**src/rtl/gbt_tx_arbiter.sv**
```systemverilog
// gbt_tx_arbiter: round-robin framer of NREQ readout FIFOs onto the 16-bit GBT link (header, data, trailer).
// Optional test-pattern generator enabled by defining GBT_ARB_TEST_PAT_EN.
`timescale 1ns/1ps
module gbt_tx_arbiter #(
  parameter int NREQ = 4,
  parameter int MAX_BURST = 256,
  parameter logic [15:0] IDLE_WORD = 16'h50BC,
  parameter logic [3:0] HDR_TAG = 4'hA,
  parameter logic [3:0] TRL_TAG = 4'hE
) (
  input  logic CLK40,
  input  logic RST,
  input  logic ENA,
  input  logic [NREQ-1:0] READY,
  input  logic [NREQ-1:0] MT,
  input  logic [16*NREQ-1:0] DIN,
`ifdef GBT_ARB_TEST_PAT_EN
  input  logic TEST_MODE,
`endif
  output logic [NREQ-1:0] RD_EN,
  output logic [15:0] DOUT,
  output logic DVALID,
  output logic [NREQ-1:0] GRANT,
  output logic BUSY
);
`ifdef GBT_ARB_TEST_PAT_EN
  typedef enum logic [2:0] {IDLE, HDR, READ, TRL, TEST} state_t;
`else
  typedef enum logic [2:0] {IDLE, HDR, READ, TRL} state_t;
`endif
  localparam logic [10:0] MAXB = 11'(MAX_BURST);
  state_t state, nxt;
  logic [1:0] g, rr_ptr, pick;
  logic [10:0] cnt;
  logic [NREQ-1:0] onehot;
  logic [15:0] din_g, dw;
  logic found, rd, rd_d1, dv;
`ifdef GBT_ARB_TEST_PAT_EN
  logic [15:0] pat;
`endif
  assign onehot = NREQ'(1) << g;
  assign din_g = DIN[16*int'(g) +: 16];
  assign rd = (state == HDR || state == READ) && !(|(MT & onehot)) && cnt < MAXB;
  assign RD_EN = rd ? onehot : '0;
  assign GRANT = (state == HDR || state == READ || state == TRL) ? onehot : '0;
  assign BUSY = state != IDLE;
  // Scan downward so the nearest requester after rr_ptr is the last one assigned.
  always_comb begin
    found = 1'b0;
    pick = '0;
    for (int k = NREQ; k >= 1; k--) begin
      if (READY[(int'(rr_ptr) + k) % NREQ]) begin
        found = 1'b1;
        pick = 2'((int'(rr_ptr) + k) % NREQ);
      end
    end
  end
  always_comb begin
    nxt = state;
    case (state)
`ifdef GBT_ARB_TEST_PAT_EN
      IDLE: nxt = TEST_MODE ? TEST : (ENA && found) ? HDR : IDLE;
      TEST: nxt = TEST_MODE ? TEST : IDLE;
`else
      IDLE: nxt = (ENA && found) ? HDR : IDLE;
`endif
      HDR:  nxt = READ;
      READ: nxt = rd ? READ : TRL;
      TRL:  nxt = IDLE;
      default: nxt = IDLE;
    endcase
  end
  always_comb begin
    dv = state == HDR || state == TRL || rd_d1;
    dw = state == HDR ? {HDR_TAG, 10'd0, g} :
         state == TRL ? {TRL_TAG, cnt[9:0], g} :
         rd_d1 ? din_g : IDLE_WORD;
`ifdef GBT_ARB_TEST_PAT_EN
    if (state == TEST) begin
      dv = 1'b1;
      dw = pat;
    end
`endif
  end
  always_ff @(posedge CLK40) begin
    if (RST) begin
      state <= IDLE;
      g <= '0;
      rr_ptr <= 2'(NREQ - 1);
      cnt <= '0;
      rd_d1 <= 1'b0;
      DOUT <= IDLE_WORD;
      DVALID <= 1'b0;
`ifdef GBT_ARB_TEST_PAT_EN
      pat <= '0;
`endif
    end else begin
      state <= nxt;
      rd_d1 <= rd;
      DOUT <= dw;
      DVALID <= dv;
      if (state == IDLE && nxt == HDR) begin
        g <= pick;
        rr_ptr <= pick;
        cnt <= '0;
      end else if (rd) begin
        cnt <= cnt + 11'd1;
      end
`ifdef GBT_ARB_TEST_PAT_EN
      pat <= state == TEST ? pat + 16'd1 : '0;
`endif
    end
  end
endmodule
```
**config.mk**
```make
export PLATFORM = sky130hd
export DESIGN_NAME = gbt_tx_arbiter
export DESIGN_NICKNAME = d
export VERILOG_FILES = /design/src/rtl/gbt_tx_arbiter.sv
export SDC_FILE = /design/constraint.sdc
export NUM_CORES = 1
export LEC_CHECK = 0
export CORE_MARGIN = 2
export CORE_UTILIZATION = 43
export DETAILED_ROUTE_END_ITERATION = 10
export HOLD_SLACK_MARGIN = 0.05
export PLACE_DENSITY = 0.95
export SYNTH_ARGS = -nofsm -noshare
export SYNTH_HDL_FRONTEND = slang
export SYNTH_SLANG_ARGS = --single-unit
```
**constraint.sdc**
```tcl
create_clock -name CLK40 -period 4.73 [get_ports CLK40]
set_input_delay 0.946 -clock CLK40 [delete_from_list [all_inputs] [get_ports CLK40]]
set_output_delay 0.946 -clock CLK40 [all_outputs]
set_load 0.1 [all_outputs]
```
==> results of run 1 <==
## layout make-up
| cell class | instances | area (um2) |
|---|---|---|
| inverter | 8 | 30.03 |
| timing repair buffer | 101 | 993.5 |
| clock buffer | 6 | 82.58 |
| clock inverter | 1 | 5.005 |
| multi-input combinational | 136 | 1152 |
| sequential | 35 | 700.7 |
| fill | 312 | 1325 |
| tap | 52 | 65.06 |
## worst max-delay path by stage
stage / from / end / slack (ns) / cells past startpoint
after detailed placement: MT[3] / RD_EN[0] / 0.96 / 5
after global routing: MT[3] / RD_EN[0] / 0.91 / 5
after global placement: MT[3] / RD_EN[0] / 1.05 / 5
after CTS: MT[3] / RD_EN[0] / 0.96 / 5
after floorplan: MT[3] / RD_EN[3] / 0.63 / 4
final: MT[3] / RD_EN[0] / 0.96 / 5
## state kept, by name, indices dropped and copies added (netlist names)
name	count
state	2
DOUT	16
rr_ptr	2
DVALID	1
cnt	11
g	2
rd_d1	1
## tightest hold or removal path: cells and delay by family (launching register included)
family,cells,cell delay [ns]
and+or+nand+nor,1,0.04
buffers and inverters,1,0.05
DFF,1,0.32
## metal layers
metal	part of all wire (%)	wire length, um	GRT usage [%]	up-vias
li1	-	-	-	896
met1	37	2009	25.97	888
met2	52	2823	37.86	91
met3	9.7	532	6.048	9
met4	2.0	110	8.595	0
met5	0	0	0	-
## logic make-up after synthesis
| group | count (synthesis) | synth area share [%] |
|---|---|---|
| AND/OR/NAND/NOR | 66 | 18.48 |
| XOR/XNOR | 6 | 2.704 |
| AO/OA/AOI/OAI | 40 | 13.91 |
| flip-flops | 35 | 36.06 |
| multiplexers | 19 | 20.73 |
| buffers and inverters | 21 | 4.894 |
| adder cells (fa/ha/maj) | 5 | 3.220 |
## Yosys cell counts, drive strengths merged (2+ instances only)
cell	n
dfxtp	35
nor2	20
mux4	17
nor3	11
clkbuf	10
a21oi	8
inv	8
nand2	8
a22oi	6
nand2b	6
nor2b	6
o21bai	6
o22ai	6
ha	5
nand3	5
o21ai	5
xnor2	5
buf	3
a21o	2
mux2i	2
nor4	2
nor4b	2
## power groups by stage
| stage | registers [mW] | logic, mW | clock network [mW] |
|---|---|---|---|
| global placement | 0.375 | 0.542 | 0 |
| detailed placement | 0.377 | 0.556 | 0 |
| floorplan | 0.473 | 0.311 | 0 |
| global route | 0.377 | 0.586 | 0.228 |
| finish | 0.371 | 0.556 | 0.213 |
| CTS | 0.371 | 0.558 | 0.215 |
## stage by stage
step | instances | cell area (um2) | worst slack [ns] | utilization, %
floorplan | 192 | 1948 | 0.6319 | -
global placement | 332 | 2942 | 1.047 | 67.56
detailed placement | 332 | 2942 | 0.9620 | 67.56
CTS | 339 | 3029 | 0.9598 | 69.57
global route | 339 | 3029 | 0.9074 | 69.57
finish | 339 | 3029 | 0.9630 | 69.57
==> summary.txt, run 1 <==
Routing
  – DRT Pass-1 Iters: 4
  – Vias post-DR: 1884
  – Routed len/inst: 16.15 um
  – # DRC: 0
  – Via-to-Cell Ratio: 5.558
  – DRT antenna net count: 0
  – Initial DRC count: 184
  – Post-Route WL: 5476 um

Global route
  – Initial antenna violation count: 0
  – GRT Util Overall: 21.97%
  – First-pass GRT wire length: 8611 um
  – Vias in the first global route: 1813
  – Largest net degree at the start of global routing: 26
  – Grt total ovfl: 0

Yosys
  – Leading area contributor after synthesis: dfxtp_1
  – Async SR Flop Fraction: 0%
  – Syn nets: 272
  – EDFF count, synth: 0
  – Main flop type after synthesis: dfxtp_1
  – Yosys cell types: 37
  – Synth area leaders: dfxtp_1 (36%), mux4_2 (20%), nor2_1 (3.9%)
  – Flops & latches, synth: 35
  – Synth top area share: 36.06%
  – Post-Syn Area per Cell: 10.12 um2
  – Post-Syn Area: 1943 um2
  – Post-Synthesis Cells: 192
  – Yosys warns: 0
  – Sequential fraction of the synthesis area: 36.06%

Floorplanning
  – Row cnt: 24
  – Core Footprint: 4354 um2
  – Top Ports: 101
  – Die Y: 71.22 um
  – Die Width: 71.22 um
  – Die area: 5072 um2
  – Initial Util: 44.63%

Finish
  – Area delta synth->final: 55.89%
  – Ant. Diodes: 0
  – Most frequent cells in the layout: clkdlybuf4s50_1 (94), dfxtp_1 (35), nor2_1 (20)
  – Share of post-route cells with drive strength above 1: 12.89%
  – Most common cell after layout, fill and taps aside: clkdlybuf4s50_1
  – Fin nets: 367

Timing
  – Fin Setup TNS: 0 ns
  – Actual slew at the worst max-slew pin: 1.059 ns
  – Setup violators final: 0
  – Slew margin rel.: 29.32%
  – Period utilization: 79.64%
  – Pins Over Slew Limit: 0
  – Hold Vio Cnt, Final: 0
  – Worst Skew: 0.007363 ns
  – Fmax: 265.5 MHz
  – Hold slack: 0.4463 ns
  – RSZ-0062 raised after global routing: false
  – Crit path time final: 3.767 ns

Critical path
  – Reg-to-Reg Start: g[1]
  – WP data required: 3.78 ns
  – Crit-path slowest cell: mux4_2
  – Nature of the critical path endpoint: output port
  – Reg2reg setup slack: 2.36 ns
  – CP Launch Type: input pin
  – Critical path type: in2out
  – Crit-path max cell delay: 0.57 ns
  – Reg2reg end: state[0]
  – Max FO, Critical Path: 8
  – Cells along the critical path: clkdlybuf4s50_1 > mux4_2 > or2_1 > nor3_2 > buf_4
  – R2R cell count: 4
  – Top cell family by delay on the critical path: buffers and inverters
  – Critical Path AT: 2.82 ns
  – Bufs and invs on worst path: 2

Place
  – Hpwl dp: 4416 um
  – IO buf count: 100
  – Gp weighted congestion: 0.8654

Clocking
  – CTS tree: built
  – Setup Buffers After CTS: 0
  – # hold bufs at CTS: 0
  – Num CTS Buffers: 5
  – Post-cts resize count: 0
  – Max Root-Sink Buffers: 2
  – Worst skew pair latency: 0.29 ns
  – CTS H-tree depth: 2
  – Reg clk slew, reported paths: 0.06 ns
  – CTS sink cnt: 35
  – Root Driver: clkbuf_8

Min path
  – Hold Crit Start: cnt[10]
  – Hold crit path type: reg2reg
  – Hold Path Depth: 2
  – WHS Endpoint: cnt[10]

Pwr
  – Comb pwr share: 48.8%
  – IR drop worst, VDD: 0.0001935 V
  – Total Power: 1.140 mW
  – NetSw: 0.4836 mW
  – Sequential Power Share: 32.5%
  – Switching share of total power: 42.43%
  – Pwr Density: 376.3 nW/um2
  – Lkg Pwr: 1.081 nW
  – Pint: 0.6562 mW
  – Clock power frac: 18.7%

Job
  – Max_cap viols: 0

Outcome
  – Status: finished clean
No activity file was read; power rests on OpenSTA's default activity.
==> run 2: changes to the inputs <==
--- a/config.mk
+++ b/config.mk
@@ -6,10 +6,10 @@
 export NUM_CORES = 1
 export LEC_CHECK = 0
 export CORE_MARGIN = 2
-export CORE_UTILIZATION = 43
+export CORE_UTILIZATION = 36
 export DETAILED_ROUTE_END_ITERATION = 10
 export HOLD_SLACK_MARGIN = 0.05
-export PLACE_DENSITY = 0.95
+export PLACE_DENSITY = 0.88
 export SYNTH_ARGS = -nofsm -noshare
 export SYNTH_HDL_FRONTEND = slang
 export SYNTH_SLANG_ARGS = --single-unit
==> constraint.sdc (replaced) <==
create_clock -name CLK40 -period 3.15 [get_ports CLK40]
set_input_delay 0.63 -clock CLK40 [delete_from_list [all_inputs] [get_ports CLK40]]
set_output_delay 0.63 -clock CLK40 [all_outputs]
set_load 0.1 [all_outputs]
==> summary.txt, run 2 (synthesized netlist as in run 1, its figures left out) <==
Outcome
  – Status: finished clean

Clocking
  – Post-cts resize count: 0 (unchanged)
  – CTS H-tree depth: 2 (unchanged)
  – Num CTS Buffers: 5 (unchanged)
  – Reg clk slew, reported paths: 0.07 ns (about the same)
  – # hold bufs at CTS: 0 (unchanged)
  – Worst skew pair latency: 0.29 ns (about the same)
  – Setup Buffers After CTS: 0 (unchanged)
  – Root Driver: clkbuf_8
  – CTS tree: built
  – Max Root-Sink Buffers: 2 (unchanged)
  – CTS sink cnt: 35 (unchanged)

Routing
  – DRT antenna net count: 0 (unchanged)
  – # DRC: 0 (unchanged)
  – Post-Route WL: 5507 um (+0.57%)
  – Routed len/inst: 15.17 um (-6.1%)
  – DRT Pass-1 Iters: 5 (+1)
  – Via-to-Cell Ratio: 5.218 (-6.1%)
  – Initial DRC count: 104 (-43%)
  – Vias post-DR: 1894 (+0.53%)

Pwr
  – IR drop worst, VDD: 0.0003259 V (+68%)
  – Pwr Density: 555.0 nW/um2 (+48%)
  – Lkg Pwr: 1.143 nW (+5.7%)

Timing
  – Worst Skew: 0.006268 ns (-0.001094 ns)
  – RSZ-0062 raised after global routing: false
  – Period utilization: 95.68%
  – Fmax: 331.8 MHz
  – Hold Vio Cnt, Final: 0 (unchanged)
  – Slew margin rel.: 67.40% (+38 points)
  – Fin Setup TNS: 0 ns (unchanged)
  – Min setup slack post-route: 0.1360 ns (-0.8269 ns)
  – Pins Over Slew Limit: 0 (unchanged)
  – Setup violators final: 0 (unchanged)
  – Actual slew at the worst max-slew pin: 0.4890 ns (-0.5698 ns)
  – Crit path time final: 3.014 ns

Floorplanning
  – Initial Util: 37.57% (-7.1 points)
  – Row cnt: 26 (+8.3%)
  – Die Y: 77.47 um (+8.8%)
  – Core Footprint: 5172 um2 (+19%)
  – Top Ports: 101 (unchanged)
  – Die Width: 77.47 um (+8.8%)
  – Die area: 6001 um2 (+18%)

Critical path
  – CP Launch Type: flop
  – Nature of the critical path endpoint: output port
  – Critical path type: reg2out
  – WP data required: 2.52 ns (-1.26 ns)
  – Reg-to-Reg Start: state[0]
  – Max FO, Critical Path: 8 (unchanged)
  – Critical Path AT: 2.38 ns (-0.44 ns)
  – Worst Setup SP: state[0]

Min path
  – Hold Crit Start: cnt[10]
  – Hold crit path type: reg2reg

Finish
  – Fin nets: 372 (+1.4%)
  – Final Instance Area: 3119 um2 (+3.0%)
  – FILL cells: 424 (+36%)
  – Area delta synth->final: 60.53%
  – Largest Register: DOUT
  – Ant. Diodes: 0 (unchanged)
  – Largest regs: DOUT (16), cnt (11)
  – Max FFs per register: 16 (unchanged)
  – Most common cell after layout, fill and taps aside: clkdlybuf4s50_1
  – Most frequent cells in the layout: clkdlybuf4s50_1 (74), dfxtp_1 (35), buf_4 (26)
  – Final core occ: 60.30% (-9.3 points)
  – Share of post-route cells with drive strength above 1: 21.84% (+9.0 points)

Place
  – Dpl ws: 0.1749 ns (-0.7871 ns)
  – Placed Area: 3034 um2 (+3.1%)
  – Hpwl dp: 4386 um (-0.68%)
  – Gp weighted congestion: 0.7764 (-10%)
  – IO buf count: 100 (unchanged)

Job
  – Max_cap viols: 0 (unchanged)

Global route
  – Largest net degree at the start of global routing: 26 (unchanged)
  – First-pass GRT wire length: 9004 um (+4.6%)
  – GRT Util Overall: 19.15% (-2.8 points)
  – Initial antenna violation count: 0 (unchanged)
  – Vias in the first global route: 1930 (+6.5%)
  – Grt total ovfl: 0 (unchanged)
-- run 2: worst max-delay path, stage by stage (launching register included) --
cell and delay, ns:
dfxtp_1 0.41, inv_1 0.09, ha_1 0.32, or4b_1 0.46
or2_1 0.36, nor2_1 0.24, buf_12 0.21
-- run 2: cell type report --
cell class	count	area [um2]	area share, %
inverter	8	30.03	0.9627
clock inverter	2	12.51	0.4011
multi-input combinational	136	1160	37.18
timing repair buffer	106	1056	33.85
tap	70	87.58	2.808
clock buffer	6	72.57	2.327
sequential	35	700.7	22.46
-- run 2: final timing paths --
check	to	slack, ns	cells past startpoint
max	RD_EN[1]	0.14	6
max reg2reg	cnt[6]	0.96	7
min reg2reg	cnt[10]	0.46	2
min	cnt[10]	0.46	2
-- run 2: per-layer routing --
layer / GRT usage [%] / share of wire [%] / vias up
met1: 22.18 / 40 / 901
met5: 0 / 0 / -
met4: 9.286 / 2.0 / 0
met3: 4.884 / 6.9 / 12
met2: 32.87 / 51 / 77
li1: - / - / 904
-- run 2: power by group --
part	internal, mW	switching [mW]	leakage, nW
clock	0.154	0.156	0.0412
combinational	0.345	0.550	0.816
sequential	0.491	0.0350	0.285
-- run 2: stage by stage --
stage	power, mW	hold WS (ns)	cells
after global placement	1.420	0.4119	355
after detailed placement	1.431	0.4123	355
after floorplan	1.180	0.4035	192
after CTS	1.743	0.4576	363
after global routing	1.816	0.4769	363
final	1.731	0.4574	363
==> RTL change: new RTL, config.mk and constraints of run 2 <==
Set the parameter `NREQ` to 8 (it was 4).
--- a/src/rtl/gbt_tx_arbiter.sv
+++ b/src/rtl/gbt_tx_arbiter.sv
@@ -3,5 +3,5 @@
 `timescale 1ns/1ps
 module gbt_tx_arbiter #(
-  parameter int NREQ = 4,
+  parameter int NREQ = 8,
   parameter int MAX_BURST = 256,
   parameter logic [15:0] IDLE_WORD = 16'h50BC,
Ports: changed (5 resized); port bits go from 101 to 181. The function was not compared with the original's and may differ.
==> RTL change against run 2 <==
  * Power grew 56%
  * Core utilization is 4.3 points lower
  * Critical path type is now in -> out
  * Clock power rose by 4%
  * Synthesized area increased by 33%
  * Sequential share of layout area down 4.3 points
  * Worst setup slack got worse by 0.084 ns
  * First-iteration DRC count is 13% lower
  * Sequential cell count unchanged
  * Fmax down 2.7%
  * Final area rose by 23%
  * Wire length increased by 30%
  * Combinational power up 110%
  * Clock skew increased by 0.0015 ns
==> RTL change: results (changes against run 2) <==
metric	value	unit	change
Reg2Reg Capture Point	g[0]		
Top Registers	DOUT: 16 flops, cnt: 11 flops		
DR WL/cell	15.21	um	+0.23%
latest clock arrival within the worst-skew pair	0.29	ns	about the same
worst hold path class	reg -> reg		
drt pass-1 iters	6		+1
switching portion of total power	47.76	%	+5.0 points
sequential fraction of the synthesis area	27.20	%	-8.9 points
Fin Clk Skew	0.007752	ns	+0.001483 ns
vias in the first global route	2425		+26%
pre-CTS setup slack	-0.03278	ns	-0.2077 ns
top cell types by occurrence after synthesis	dfxtp_1, nor2_1, mux4_2		
worst-case reg-to-reg path depth	8		+1
Worst-path clk slew	0.07	ns	about the same
status	finished, final reports clean		
endpoints failing setup	0		unchanged
FF-to-FF setup slack	0.50	ns	-0.46 ns
Root Driver	clkbuf_8		
layout cells sized above 1	23.40	%	+1.6 points
initial antenna violation count	0		unchanged
CP Max Fanout	4		-4
Hold EP	cnt[10]		
Nets	530		+42%
IO buf count	104		+4.0%
placed cell area	3756	sq um	+24%
gr usage total	18.39	%	-0.76 points
peak supply drop	239.1	uV	-27%
Synth area leaders	dfxtp_1, mux4_2, mux2i_1		
TritonCTS Buffers	5		unchanged
main flop type after synthesis	dfxtp_1		
Synth top area share	27.20	%	-8.9 points
pin count of the biggest net entering global routing	25		-3.8%
vias per cell	5.271		+1.0%
hold path startpoint	cnt[10]		
Async SR Flop Fraction	0	%	unchanged
diode count	0		unchanged
Yosys warning total	0		unchanged
clk buf depth	2		unchanged
GP Congestion	0.8681		+12%
H-tree depth	2		unchanged
worst hold path depth	2		unchanged
RR Startpoint	rr_ptr[0]		
initial DRC count	91		-13%
Detail Placement HPWL	5.691	mm	+30%
post-synth cell types	47		+27%
first-pass GRT wire length	11.24	mm	+25%
Pleak	0.001501	uW	+31%
==> RTL change: power groups by stage <==
stage / combinational (uW) / clock (uW) / sequential (uW)
5_1_grt: 1940 / 349 / 552
2_1_floorplan: 1200 / 0 / 757
3_5_place_dp: 1830 / 0 / 552
3_3_place_gp: 1780 / 0 / 551
6_report: 1840 / 323 / 542
4_1_cts: 1830 / 330 / 543
==> RTL change: cell families after synthesis <==
group / after synthesis / share of synthesized area [%]
AO/OA/AOI/OAI: 51 / 13.11
XOR/XNOR: 7 / 2.380
adder cells (fa/ha/maj): 8 / 3.886
buffers and inverters: 42 / 8.208
flip-flops: 35 / 27.20
multiplexers: 41 / 27.93
other: 1 / 0.1456
AND/OR/NAND/NOR: 83 / 17.14
==> RTL change: final cells by class <==
| class | count | area [sq um] |
|---|---|---|
| Clock buffer | 6 | 72.57 |
| Clock inverter | 2 | 12.51 |
| Fill cell | 578 | 3019 |
| Inverter | 15 | 56.30 |
| Multi-Input combinational cell | 198 | 1717 |
| Sequential cell | 35 | 700.7 |
| Tap cell | 96 | 120.1 |
| Timing Repair Buffer | 120 | 1171 |
==> RTL change: timing repair <==
item | CTS | global route
resized for setup | 1 | 2
setup endpoints to repair | 3 | 2
buffers inserted | 0 | 0
hold buffers | 0 | 0
==> RTL change: worst max path at each step <==
stage | depth (start not counted) | end | slack, ns | start
2_1_floorplan | 3 | RD_EN[2] | -0.45 | MT[3]
3_3_place_gp | 5 | RD_EN[3] | -0.02 | MT[3]
3_5_place_dp | 5 | RD_EN[2] | -0.03 | MT[3]
4_1_cts | 5 | RD_EN[2] | 0.03 | MT[3]
5_1_grt | 5 | RD_EN[0] | 0.005 | MT[2]
6_report | 5 | RD_EN[0] | 0.05 | MT[3]
==> RTL change: through the flow <==
stage / total power, uW / TNS (ns) / hold WS (ns) / utilization [%] / instances
after global routing: 2845 / 0 / 0.5122 / 56.05 / 472
after floorplan: 1961 / -1.317 / 0.4503 / - / 275
after detailed placement: 2381 / -0.08104 / 0.4763 / 54.68 / 464
final: 2702 / 0 / 0.4948 / 56.05 / 472
after CTS: 2708 / 0 / 0.4933 / 55.97 / 472
after global placement: 2333 / -0.05606 / 0.4738 / 54.68 / 464
==> RTL change: routing by layer <==
layer / global-route usage, % / part of all wire (%) / up-vias
met5: 0 / 0 / -
met4: 5.096 / 1.0 / 0
met3: 4.571 / 9.1 / 7
met2: 34.24 / 52 / 110
met1: 20.76 / 38 / 1175
li1: - / - / 1196
==> RTL change: worst max-delay path, cell delays in order <==
cell and delay (ns):
clkdlybuf4s50_1 0.39, mux4_2 0.50, or4_4 0.54, nor3_2 0.20, buf_12 0.21
